[src/rtl/vram_word_reader_if.sv]
// Bus bundle for vram_word_reader: transfer control, RAM port B read side
// and the outgoing 16-bit word stream.
interface vram_word_reader_if #(
    parameter int ADDR_WIDTH = 15,
    parameter int DATA_WIDTH = 8,
    parameter int LEN_WIDTH  = 12
);
    logic                      start;
    logic [ADDR_WIDTH-1:0]     start_addr;
    logic [LEN_WIDTH-1:0]      word_count;
    logic                      abort;
    logic [ADDR_WIDTH-1:0]     ram_addr;
    logic [DATA_WIDTH-1:0]     ram_q;
    logic [2*DATA_WIDTH-1:0]   out_data;
    logic                      out_valid;
    logic                      out_ready;
    logic                      out_last;
    logic                      busy;
    logic                      done;

    // Reader side
    modport master (
        input  start, start_addr, word_count, abort, ram_q, out_ready,
        output ram_addr, out_data, out_valid, out_last, busy, done
    );

    // Environment side: requester, RAM and word consumer
    modport slave (
        output start, start_addr, word_count, abort, ram_q, out_ready,
        input  ram_addr, out_data, out_valid, out_last, busy, done
    );
endinterface

[src/rtl/vram_word_reader.sv]
// Reads byte pairs from the vector/work RAM read port and streams them out as
// little-endian words through a 2-entry buffer guarded by a fetch credit rule.
module vram_word_reader #(
    parameter int ADDR_WIDTH = 15,
    parameter int DATA_WIDTH = 8,
    parameter int LEN_WIDTH  = 12
) (
    input  logic                 clock,
    input  logic                 reset_n,
    vram_word_reader_if.master   bus
);
    localparam int WORD_WIDTH = 2 * DATA_WIDTH;

    typedef enum logic [1:0] {
        S_IDLE  = 2'd0,
        S_RUN   = 2'd1,
        S_DRAIN = 2'd2
    } state_t;

    state_t                  state_q, state_d;
    logic [ADDR_WIDTH-1:0]   ptr_q, ptr_d;
    logic [LEN_WIDTH-1:0]    remaining_q, remaining_d;
    logic [ADDR_WIDTH-1:0]   ram_addr_q, ram_addr_d;
    logic                    rd_lo_q, rd_lo_d;
    logic                    rd_hi_q, rd_hi_d;
    logic                    rd_last_q, rd_last_d;
    logic                    cap_lo_q, cap_lo_d;
    logic                    cap_hi_q, cap_hi_d;
    logic                    cap_last_q, cap_last_d;
    logic [DATA_WIDTH-1:0]   lo_byte_q, lo_byte_d;
    logic [1:0]              inflight_q, inflight_d;
    logic [1:0]              fifo_cnt_q, fifo_cnt_d;
    logic [WORD_WIDTH-1:0]   data0_q, data0_d;
    logic [WORD_WIDTH-1:0]   data1_q, data1_d;
    logic                    last0_q, last0_d;
    logic                    last1_q, last1_d;
    logic                    out_valid_q, out_valid_d;
    logic                    busy_q, busy_d;
    logic                    done_q, done_d;

    logic                    push_s;
    logic                    pop_s;
    logic [1:0]              wr_base_s;
    logic [1:0]              inflight_base_s;
    logic                    credit_ok_s;

    // Next-state logic: read issue sequencing, byte capture, buffer and completion
    always_comb begin
        state_d     = state_q;
        ptr_d       = ptr_q;
        remaining_d = remaining_q;
        ram_addr_d  = ram_addr_q;
        rd_lo_d     = 1'b0;
        rd_hi_d     = 1'b0;
        rd_last_d   = 1'b0;
        cap_lo_d    = rd_lo_q;
        cap_hi_d    = rd_hi_q;
        cap_last_d  = rd_last_q;
        lo_byte_d   = lo_byte_q;
        data0_d     = data0_q;
        data1_d     = data1_q;
        last0_d     = last0_q;
        last1_d     = last1_q;
        done_d      = 1'b0;
        busy_d      = busy_q;
        out_valid_d = out_valid_q;

        // A word is pushed when its high byte is on ram_q; head pops on handshake.
        push_s          = cap_hi_q;
        pop_s           = out_valid_q & bus.out_ready;
        wr_base_s       = fifo_cnt_q - {1'b0, pop_s};
        fifo_cnt_d      = wr_base_s + {1'b0, push_s};
        inflight_base_s = inflight_q - {1'b0, push_s};
        inflight_d      = inflight_base_s;
        // Post-edge occupancy plus outstanding words must leave room for one more.
        credit_ok_s     = (({1'b0, fifo_cnt_d} + {1'b0, inflight_base_s}) < 3'd2);

        if (cap_lo_q) begin
            lo_byte_d = bus.ram_q;
        end else begin
            lo_byte_d = lo_byte_q;
        end

        if (pop_s) begin
            data0_d = data1_q;
            last0_d = last1_q;
        end else begin
            data0_d = data0_q;
            last0_d = last0_q;
        end

        if (push_s) begin
            if (wr_base_s == 2'd0) begin
                data0_d = {bus.ram_q, lo_byte_q};
                last0_d = cap_last_q;
            end else begin
                data1_d = {bus.ram_q, lo_byte_q};
                last1_d = cap_last_q;
            end
        end else begin
            data1_d = data1_q;
            last1_d = last1_q;
        end

        case (state_q)
            S_IDLE: begin
                if (bus.start) begin
                    if (bus.word_count != LEN_WIDTH'(0)) begin
                        state_d     = S_RUN;
                        ptr_d       = bus.start_addr;
                        remaining_d = bus.word_count;
                        ram_addr_d  = bus.start_addr;
                        rd_lo_d     = 1'b1;
                        inflight_d  = inflight_base_s + 2'd1;
                    end else begin
                        done_d = 1'b1;
                    end
                end else begin
                    state_d = S_IDLE;
                end
            end
            S_RUN: begin
                if (rd_lo_q) begin
                    // High byte always follows its low byte on the next cycle.
                    ram_addr_d  = ptr_q + ADDR_WIDTH'(1);
                    rd_hi_d     = 1'b1;
                    ptr_d       = ptr_q + ADDR_WIDTH'(2);
                    remaining_d = remaining_q - LEN_WIDTH'(1);
                    if (remaining_q == LEN_WIDTH'(1)) begin
                        rd_last_d = 1'b1;
                        state_d   = S_DRAIN;
                    end else begin
                        state_d = S_RUN;
                    end
                end else if (credit_ok_s) begin
                    ram_addr_d = ptr_q;
                    rd_lo_d    = 1'b1;
                    inflight_d = inflight_base_s + 2'd1;
                end else begin
                    state_d = S_RUN;
                end
            end
            S_DRAIN: begin
                if ((fifo_cnt_d == 2'd0) && (inflight_base_s == 2'd0)) begin
                    state_d = S_IDLE;
                    done_d  = 1'b1;
                end else begin
                    state_d = S_DRAIN;
                end
            end
            default: begin
                state_d = S_IDLE;
            end
        endcase

        // Abort discards everything queued or outstanding, including a same-cycle start.
        if (bus.abort) begin
            state_d     = S_IDLE;
            ram_addr_d  = ram_addr_q;
            rd_lo_d     = 1'b0;
            rd_hi_d     = 1'b0;
            rd_last_d   = 1'b0;
            cap_lo_d    = 1'b0;
            cap_hi_d    = 1'b0;
            cap_last_d  = 1'b0;
            fifo_cnt_d  = 2'd0;
            inflight_d  = 2'd0;
            done_d      = 1'b0;
            busy_d      = 1'b0;
            out_valid_d = 1'b0;
        end else begin
            busy_d      = (state_d != S_IDLE);
            out_valid_d = (fifo_cnt_d != 2'd0);
        end
    end

    // State and datapath registers with synchronous active-low reset
    always_ff @(posedge clock) begin
        if (!reset_n) begin
            state_q     <= S_IDLE;
            ptr_q       <= {ADDR_WIDTH{1'b0}};
            remaining_q <= {LEN_WIDTH{1'b0}};
            ram_addr_q  <= {ADDR_WIDTH{1'b0}};
            rd_lo_q     <= 1'b0;
            rd_hi_q     <= 1'b0;
            rd_last_q   <= 1'b0;
            cap_lo_q    <= 1'b0;
            cap_hi_q    <= 1'b0;
            cap_last_q  <= 1'b0;
            lo_byte_q   <= {DATA_WIDTH{1'b0}};
            inflight_q  <= 2'd0;
            fifo_cnt_q  <= 2'd0;
            data0_q     <= {WORD_WIDTH{1'b0}};
            data1_q     <= {WORD_WIDTH{1'b0}};
            last0_q     <= 1'b0;
            last1_q     <= 1'b0;
            out_valid_q <= 1'b0;
            busy_q      <= 1'b0;
            done_q      <= 1'b0;
        end else begin
            state_q     <= state_d;
            ptr_q       <= ptr_d;
            remaining_q <= remaining_d;
            ram_addr_q  <= ram_addr_d;
            rd_lo_q     <= rd_lo_d;
            rd_hi_q     <= rd_hi_d;
            rd_last_q   <= rd_last_d;
            cap_lo_q    <= cap_lo_d;
            cap_hi_q    <= cap_hi_d;
            cap_last_q  <= cap_last_d;
            lo_byte_q   <= lo_byte_d;
            inflight_q  <= inflight_d;
            fifo_cnt_q  <= fifo_cnt_d;
            data0_q     <= data0_d;
            data1_q     <= data1_d;
            last0_q     <= last0_d;
            last1_q     <= last1_d;
            out_valid_q <= out_valid_d;
            busy_q      <= busy_d;
            done_q      <= done_d;
        end
    end

    assign bus.ram_addr  = ram_addr_q;
    assign bus.out_data  = data0_q;
    assign bus.out_valid = out_valid_q;
    assign bus.out_last  = last0_q;
    assign bus.busy      = busy_q;
    assign bus.done      = done_q;

endmodule

[src/flat_wrapper.sv]
// flat-port wrapper written by rule: the top's interface ports become plain ports
module vram_word_reader_flat 
#(
    parameter int ADDR_WIDTH = 15,
    parameter int DATA_WIDTH = 8,
    parameter int LEN_WIDTH  = 12
)
  (clock, reset_n, bus_start, bus_start_addr, bus_word_count, bus_abort, bus_ram_q, bus_out_ready, bus_ram_addr, bus_out_data, bus_out_valid, bus_out_last, bus_busy, bus_done);
  vram_word_reader_if #(.ADDR_WIDTH(ADDR_WIDTH), .DATA_WIDTH(DATA_WIDTH), .LEN_WIDTH(LEN_WIDTH)) bus_i ();
  input  logic clock;
  input  logic reset_n;
  input wire logic [$bits(bus_i.start)-1:0] bus_start;
  input wire logic [$bits(bus_i.start_addr)-1:0] bus_start_addr;
  input wire logic [$bits(bus_i.word_count)-1:0] bus_word_count;
  input wire logic [$bits(bus_i.abort)-1:0] bus_abort;
  input wire logic [$bits(bus_i.ram_q)-1:0] bus_ram_q;
  input wire logic [$bits(bus_i.out_ready)-1:0] bus_out_ready;
  output wire logic [$bits(bus_i.ram_addr)-1:0] bus_ram_addr;
  output wire logic [$bits(bus_i.out_data)-1:0] bus_out_data;
  output wire logic [$bits(bus_i.out_valid)-1:0] bus_out_valid;
  output wire logic [$bits(bus_i.out_last)-1:0] bus_out_last;
  output wire logic [$bits(bus_i.busy)-1:0] bus_busy;
  output wire logic [$bits(bus_i.done)-1:0] bus_done;
  assign bus_i.start = bus_start;
  assign bus_i.start_addr = bus_start_addr;
  assign bus_i.word_count = bus_word_count;
  assign bus_i.abort = bus_abort;
  assign bus_i.ram_q = bus_ram_q;
  assign bus_i.out_ready = bus_out_ready;
  assign bus_ram_addr = bus_i.ram_addr;
  assign bus_out_data = bus_i.out_data;
  assign bus_out_valid = bus_i.out_valid;
  assign bus_out_last = bus_i.out_last;
  assign bus_busy = bus_i.busy;
  assign bus_done = bus_i.done;
  vram_word_reader #(.ADDR_WIDTH(ADDR_WIDTH), .DATA_WIDTH(DATA_WIDTH), .LEN_WIDTH(LEN_WIDTH)) u_core (.clock(clock), .reset_n(reset_n), .bus(bus_i));
endmodule
[config.mk]
export PLATFORM = sky130hd
export DESIGN_NAME = vram_word_reader_flat
export DESIGN_NICKNAME = d
export VERILOG_FILES = /design/src/rtl/vram_word_reader_if.sv /design/src/rtl/vram_word_reader.sv /design/src/flat_wrapper.sv
export SDC_FILE = /design/constraint.sdc
export NUM_CORES = 1
export LEC_CHECK = 0
export ABC_AREA = 1
export BUFFER_PORTS_ARGS = -buffer_cell sky130_fd_sc_hd__buf_2
export CAP_MARGIN = 20
export CORE_MARGIN = 10
export CORE_UTILIZATION = 62
export DETAILED_ROUTE_END_ITERATION = 16
export GPL_TIMING_DRIVEN = 0
export PLACE_DENSITY = 0.86
export SLEW_MARGIN = 20
export SYNTH_ARGS = -nofsm -noshare
export SYNTH_HDL_FRONTEND = slang
export SYNTH_SLANG_ARGS = --single-unit
[constraint.sdc]
create_clock -name clock -period 9 [get_ports clock]
set_input_delay 1.35 -clock clock [delete_from_list [all_inputs] [get_ports clock]]
set_output_delay 1.35 -clock clock [all_outputs]
set_load 0.02 [all_outputs]
Word level (Yosys, flattened, before mapping) --
Cells that the tools add are included.
Operators by class: $add $sub $neg 8, $lt $le $gt $ge 1, equal/unequal tests 7, mux-type cells 40, bitwise gates (word level) 6, reduce and logical (&&, ||, !) cells 15
Operator list (count):
- $mux 15 | 5
- $pmux 15 s2 | 2
- $mux 16 | 3
- $mux 12 | 3
- $pmux 12 s2 | 1
- $mux 2 | 10
- $add 15x1->15 const B | 1
- $add 15x2->15 const B | 1
- $eq 12x1->1 const B | 1
- $mux 1 | 12
- $reduce_bool 12->1 | 1
- $sub 12x1->12 const B | 1
- $logic_not 2->1 | 4
- $pmux 2 s3 | 1
- $reduce_bool 2->1 | 3
- $not 1->1 | 5
- $reduce_and 5->1 | 1
- $ne 2x1->1 const B | 2
- $pmux 1 s2 | 2
- $pmux 2 s2 | 1
- $reduce_and 4->1 | 1
- $reduce_or 4->1 | 1
- $sub 2x1->2 | 2
- $add 2x2->3 | 1
- other kinds (12) | 12
Storage, ports and cells: register bits 99, input bits 40, output and inout bits 35, word-level logic and storage cells 97

Longest topological paths before layout --
word-level depth 9, depth in mapped cells 18, gate-level depth less buffers 16

Least setup slack after synthesis --
OpenSTA, ideal clock, no wires.
kind input port to flip-flop, start input port bus_out_ready, end register u_core.ram_addr_q[0] (netlist: u_core.bus.ram_addr[0]), library setup time 0.113 ns, data arrival time 4.012 ns, data required time 8.887 ns, setup slack 4.874 ns, stages on the path 16, path buffers 2, path through nand2_1 clkinv_1 clkbuf_1 ha_1 inv_1 ha_1 xor2_1 fa_1 nand2_1 inv_1 nand2_1 a21oi_4 nand2_4 buf_6 o21ai_1 nor2_1
Between the ends: longest elaborated chain between the ends 7
RTL lines:
- from (decl) | line flat_wrapper.sv:17 | input wire logic [$bits(bus_i.out_ready)-1:0] bus_out_ready;
- $and 1x1->1 | line vram_word_reader.sv:70 | pop_s = out_valid_q & bus.out_ready;
- $sub 2x1->2 | line vram_word_reader.sv:71 | wr_base_s = fifo_cnt_q - {1'b0, pop_s};
- $add 2x1->2 | line vram_word_reader.sv:72 | fifo_cnt_d = wr_base_s + {1'b0, push_s};
- $add 2x2->3 | line vram_word_reader.sv:76 | credit_ok_s = (({1'b0, fifo_cnt_d} + {1'b0, inflight_base_s}) < 3'd2);
- $lt 3x2->1 | line vram_word_reader.sv:76
- $ne 3x1->1 (no line)
- $reduce_and 5->1 (no line)
- to (signal assigned) | line vram_word_reader.sv:183 | ram_addr_q <= {ADDR_WIDTH{1'b0}};
- to (signal assigned) | line vram_word_reader.sv:204 | ram_addr_q <= ram_addr_d;
- to (decl) | line vram_word_reader.sv:23 | logic [ADDR_WIDTH-1:0] ram_addr_q, ram_addr_d;
No other way between the ends. A chain may end at the register's enable or synchronous reset.

Final worst setup path --
start input port bus_out_ready, end register u_core.ram_addr_q[7] (netlist: u_core.bus.ram_addr[7])
The elaborated chain is that of the path after synthesis.

==> metrics.txt <==
# TYPE chip_impl_metric gauge
chip_impl_metric{name="max_cap_violations",unit=""} 0
chip_impl_info{name="unrepaired_setup_endpoints_after_global_routing",value="no"} 1
chip_impl_metric{name="slew_viol_final",unit=""} 0
chip_impl_metric{name="firstDrtPassIters",unit=""} 6
chip_impl_metric{name="async_flop_share",unit=""} 0
chip_impl_metric{name="synth_seq_cells",unit=""} 99
chip_impl_info{name="tritoncts",value="built"} 1
chip_impl_metric{name="setup_slack_on_the_worst_flop_to_flop_path",unit="ns"} 5.41
chip_impl_info{name="nature_of_the_critical_path_endpoint",value="flop"} 1
chip_impl_metric{name="clock_sinks",unit=""} 99
chip_impl_metric{name="post-route-cell-area",unit="um^2"} 5820
chip_impl_info{name="cts-root-buf",value="sky130_fd_sc_hd__clkbuf_8"} 1
chip_impl_metric{name="max_slew_margin",unit=""} 0.590
chip_impl_metric{name="globalRouteOverflowTotal",unit=""} 0
chip_impl_metric{name="post_synth_edffs",unit=""} 0
chip_impl_metric{name="clkSlewWorstSetupHoldPaths",unit="ns"} 0.10
chip_impl_metric{name="synth.yosys.warnings",unit=""} 0
chip_impl_metric{name="routed_wire_length_per_instance",unit="um"} 14.9
chip_impl_info{name="min_path_type",value="flop to flop"} 1
chip_impl_metric{name="initial_utilization",unit=""} 0.630
chip_impl_metric{name="finish.cell_count_without_fillers",unit=""} 987
chip_impl_metric{name="achievable_frequency",unit="MHz"} 230
chip_impl_metric{name="hold_violations",unit=""} 0
chip_impl_metric{name="numPlacedInstances",unit=""} 971
chip_impl_metric{name="synth.cell_area",unit="um^2"} 5130
chip_impl_info{name="synth_top_area_cell",value="sky130_fd_sc_hd__dfxtp_1"} 1
chip_impl_metric{name="layout_worst_path_cycle_share",unit=""} 0.483
chip_impl_metric{name="grt_pass1_vias",unit=""} 5299
chip_impl_metric{name="insertion_delay_of_the_later_clocked_pin_in_the_worst_skew_pair",unit="ns"} 0.37
chip_impl_metric{name="drcViolationCount",unit=""} 0
chip_impl_metric{name="power",unit="uW"} 927
chip_impl_info{name="synth_area_leaders",value="sky130_fd_sc_hd__dfxtp_1 39%, sky130_fd_sc_hd__nand2_1 15%, sky130_fd_sc_hd__nor2_1 11%"} 1
chip_impl_metric{name="io_buffers",unit=""} 73
chip_impl_info{name="synth-main-ff-cell",value="sky130_fd_sc_hd__dfxtp_1"} 1
chip_impl_info{name="status",value="finished clean"} 1
chip_impl_metric{name="worst-endpoint-arrival",unit="ns"} 4.61
chip_impl_metric{name="post_layout_min_period",unit="ns"} 4.35
chip_impl_metric{name="dieArea",unit="um^2"} 12300
chip_impl_metric{name="grt.total_usage",unit=""} 0.233
chip_impl_metric{name="gp_congestion",unit=""} 0.950
chip_impl_metric{name="ir_worst_vdd",unit="mV"} 0.0865
chip_impl_metric{name="fin_worst_hold_slack",unit="ns"} 0.418
chip_impl_metric{name="cts_buffers",unit=""} 9
chip_impl_metric{name="worst-r2r-cell-count",unit=""} 16
chip_impl_info{name="critical_path_class",value="input port to flop"} 1
chip_impl_metric{name="worst_pin_slew",unit="ns"} 0.616
chip_impl_metric{name="synth_cell_type_count",unit=""} 37
chip_impl_metric{name="first_iter_violations",unit=""} 564
chip_impl_metric{name="pwr_density_cell",unit="nW/um^2"} 159
chip_impl_metric{name="design.core.area",unit="um^2"} 8130
chip_impl_metric{name="totalNegativeSetupSlack",unit="ns"} 0
chip_impl_metric{name="holdBufCountCts",unit=""} 0
chip_impl_metric{name="synth_nets",unit=""} 842
chip_impl_metric{name="detailedPlacementHpwl",unit="um"} 11000
chip_impl_metric{name="hold_path_depth",unit=""} 2
chip_impl_metric{name="grt_antenna_before_repair",unit=""} 0
chip_impl_info{name="start_kind",value="input port"} 1
chip_impl_metric{name="synth_largest_type_area_fraction",unit=""} 0.387
chip_impl_metric{name="cts_setup_buffers",unit=""} 0
chip_impl_metric{name="critPathRequiredTime",unit="ns"} 9.27
chip_impl_metric{name="clockBufferDepth",unit=""} 2
chip_impl_metric{name="synth.avg_cell_area",unit="um^2"} 6.46
chip_impl_metric{name="ant_diodes",unit=""} 0
chip_impl_metric{name="grt_first_pass_wirelength",unit="um"} 24700
chip_impl_metric{name="timing.final.setup_violations",unit=""} 0
chip_impl_metric{name="die_h",unit="um"} 111
chip_impl_metric{name="fp.dieW",unit="um"} 111
chip_impl_metric{name="num_rows",unit=""} 33
chip_impl_metric{name="cts.htree.levels",unit=""} 3
chip_impl_metric{name="leakage_power_figure",unit="nW"} 2.69
chip_impl_metric{name="ios",unit=""} 75
chip_impl_metric{name="final_net_count",unit=""} 926
chip_impl_metric{name="layout-area-overhead-vs-synth",unit="%"} 13.5
chip_impl_metric{name="route.detailed.vias_per_inst",unit=""} 5.58
chip_impl_metric{name="detail_route.wirelength",unit="um"} 14700
chip_impl_metric{name="instance_count_of_the_mapped_netlist",unit=""} 793
chip_impl_metric{name="crit_fanout",unit=""} 10
chip_impl_metric{name="synth.yosys.seq_area_share",unit=""} 0.387
chip_impl_metric{name="post_cts.resized_instances",unit=""} 0
chip_impl_metric{name="drive_above_1_share",unit=""} 0.135
chip_impl_metric{name="final_antenna_net_count",unit=""} 0
chip_impl_metric{name="dr_total_vias",unit=""} 5512
chip_impl_metric{name="area_post_placement",unit="um^2"} 5620
chip_impl_metric{name="maximum_number_of_pins_on_one_net_before_global_route_repair",unit=""} 18
chip_impl_metric{name="worst_clock_skew",unit="ns"} 0.0156
kinds of logic after synthesis:
logic type      Yosys count  share of synthesized area
fa+ha+maj                 9                     0.0234
simple gates            437                      0.348
compound gates          138                      0.145
flops                    99                      0.387
xor+xnor                  5                    0.00854
buf+inv                 105                     0.0884
flip-flops by register name, summed over array words and instances, names as in the netlist:
register              cells
u_core.rd_last_q          1
u_core.fifo_cnt_q         2
u_core.ptr_q             15
u_core.bus.out_last       1
u_core.data1_q           16
u_core.bus.out_data      16
u_core.bus.busy           1
u_core.bus.ram_addr      15
u_core.lo_byte_q          8
u_core.inflight_q         2
u_core.state_q            2
u_core.last1_q            1
u_core.remaining_q       12
u_core.bus.out_valid      1
u_core.bus.done           1
u_core.cap_hi_q           1
u_core.cap_last_q         1
u_core.rd_hi_q            1
u_core.cap_lo_q           1
u_core.rd_lo_q            1
power by group:
group / switching [mW] / leakage, nW / total, mW / internal, mW
Combinational: 0.109 / 1.79 / 0.167 / 0.0584
Sequential: 0.0197 / 0.808 / 0.478 / 0.458
Clock: 0.162 / 0.0941 / 0.282 / 0.119
Total: 0.291 / 2.69 / 0.927 / 0.636
metrics by stage:
step	util	setup slack, ns
6_report	0.715	4.65
5_1_grt	0.715	4.42
4_1_cts	0.715	4.66
3_5_place_dp	0.691	4.28
3_3_place_gp	0.691	4.30
2_1_floorplan	-	4.87
path summary, 6_finish.rpt:
check	startpoint	end
max reg2reg	u_core.bus.out_valid	u_core.bus.ram_addr[7]
min reg2reg	u_core.rd_hi_q	u_core.cap_hi_q
max	bus_out_ready	u_core.bus.ram_addr[7]
min	u_core.rd_hi_q	u_core.cap_hi_q
layout by cell type, fill, tap and decap left out, types with 3 or more instances in the layout:
master,n
sky130_fd_sc_hd__nand2_1,209
sky130_fd_sc_hd__nor2_1,157
sky130_fd_sc_hd__dfxtp_1,99
sky130_fd_sc_hd__o21ai_0,86
sky130_fd_sc_hd__buf_2,79
sky130_fd_sc_hd__inv_1,67
sky130_fd_sc_hd__nand3_1,43
sky130_fd_sc_hd__a21oi_1,23
sky130_fd_sc_hd__clkbuf_1,16
sky130_fd_sc_hd__a31oi_1,16
sky130_fd_sc_hd__nand4_1,11
sky130_fd_sc_hd__clkbuf_8,11
sky130_fd_sc_hd__ha_1,8
sky130_fd_sc_hd__inv_2,4
sky130_fd_sc_hd__buf_6,4
sky130_fd_sc_hd__nor3_1,4
sky130_fd_sc_hd__o21ai_1,4
sky130_fd_sc_hd__xor2_1,3
sky130_fd_sc_hd__o21bai_1,3
sky130_fd_sc_hd__clkinv_1,3
per-layer routing:
| layer | part of all wire | GRT usage |
|---|---|---|
| met4 | 0.029 | 0.0877 |
| met1 | 0.40 | 0.274 |
| met3 | 0.085 | 0.0525 |
| met5 | 0 | 0 |
| met2 | 0.48 | 0.403 |
critical path, stage by stage:
cell and delay, ns:
sky130_fd_sc_hd__buf_2 0.10, sky130_fd_sc_hd__nand2_1 0.23, sky130_fd_sc_hd__clkinv_1 0.31, sky130_fd_sc_hd__clkbuf_1 0.33
sky130_fd_sc_hd__ha_1 0.39, sky130_fd_sc_hd__inv_1 0.05, sky130_fd_sc_hd__ha_1 0.18, sky130_fd_sc_hd__xor2_1 0.22
sky130_fd_sc_hd__fa_1 0.57, sky130_fd_sc_hd__nand2_1 0.07, sky130_fd_sc_hd__inv_1 0.07, sky130_fd_sc_hd__nand2_1 0.09
sky130_fd_sc_hd__a21oi_4 0.24, sky130_fd_sc_hd__nand2_4 0.10, sky130_fd_sc_hd__buf_6 0.14, sky130_fd_sc_hd__nor2_1 0.13
sky130_fd_sc_hd__nor2_1 0.06
synth_stat cells (3+ instances only):
cell type / n
sky130_fd_sc_hd__a21oi_1: 23
sky130_fd_sc_hd__nand2_1: 209
sky130_fd_sc_hd__ha_1: 8
sky130_fd_sc_hd__buf_6: 4
sky130_fd_sc_hd__clkbuf_1: 16
sky130_fd_sc_hd__clkinv_1: 3
sky130_fd_sc_hd__a31oi_1: 16
sky130_fd_sc_hd__o21bai_1: 3
sky130_fd_sc_hd__dfxtp_1: 99
sky130_fd_sc_hd__o21ai_0: 86
sky130_fd_sc_hd__nor2_1: 157
sky130_fd_sc_hd__nand4_1: 11
sky130_fd_sc_hd__inv_1: 67
sky130_fd_sc_hd__o21ai_1: 4
sky130_fd_sc_hd__buf_2: 6
sky130_fd_sc_hd__xor2_1: 3
sky130_fd_sc_hd__nand3_1: 43
sky130_fd_sc_hd__nor3_1: 4
sky130_fd_sc_hd__inv_2: 4
layout make-up:
| cell class | instances | area (um^2) |
|---|---|---|
| flip-flops and latches | 99 | 1980 |
| repair buffers | 73 | 365 |
| inverters | 75 | 284 |
| well taps | 105 | 131 |
| plain buffers | 30 | 169 |
| multi-input cells | 589 | 2690 |
| clock buffers | 11 | 151 |
| fillers | 699 | 2320 |
| clock inverters | 5 | 43.8 |
No activity file was read; power rests on OpenSTA's default activity.
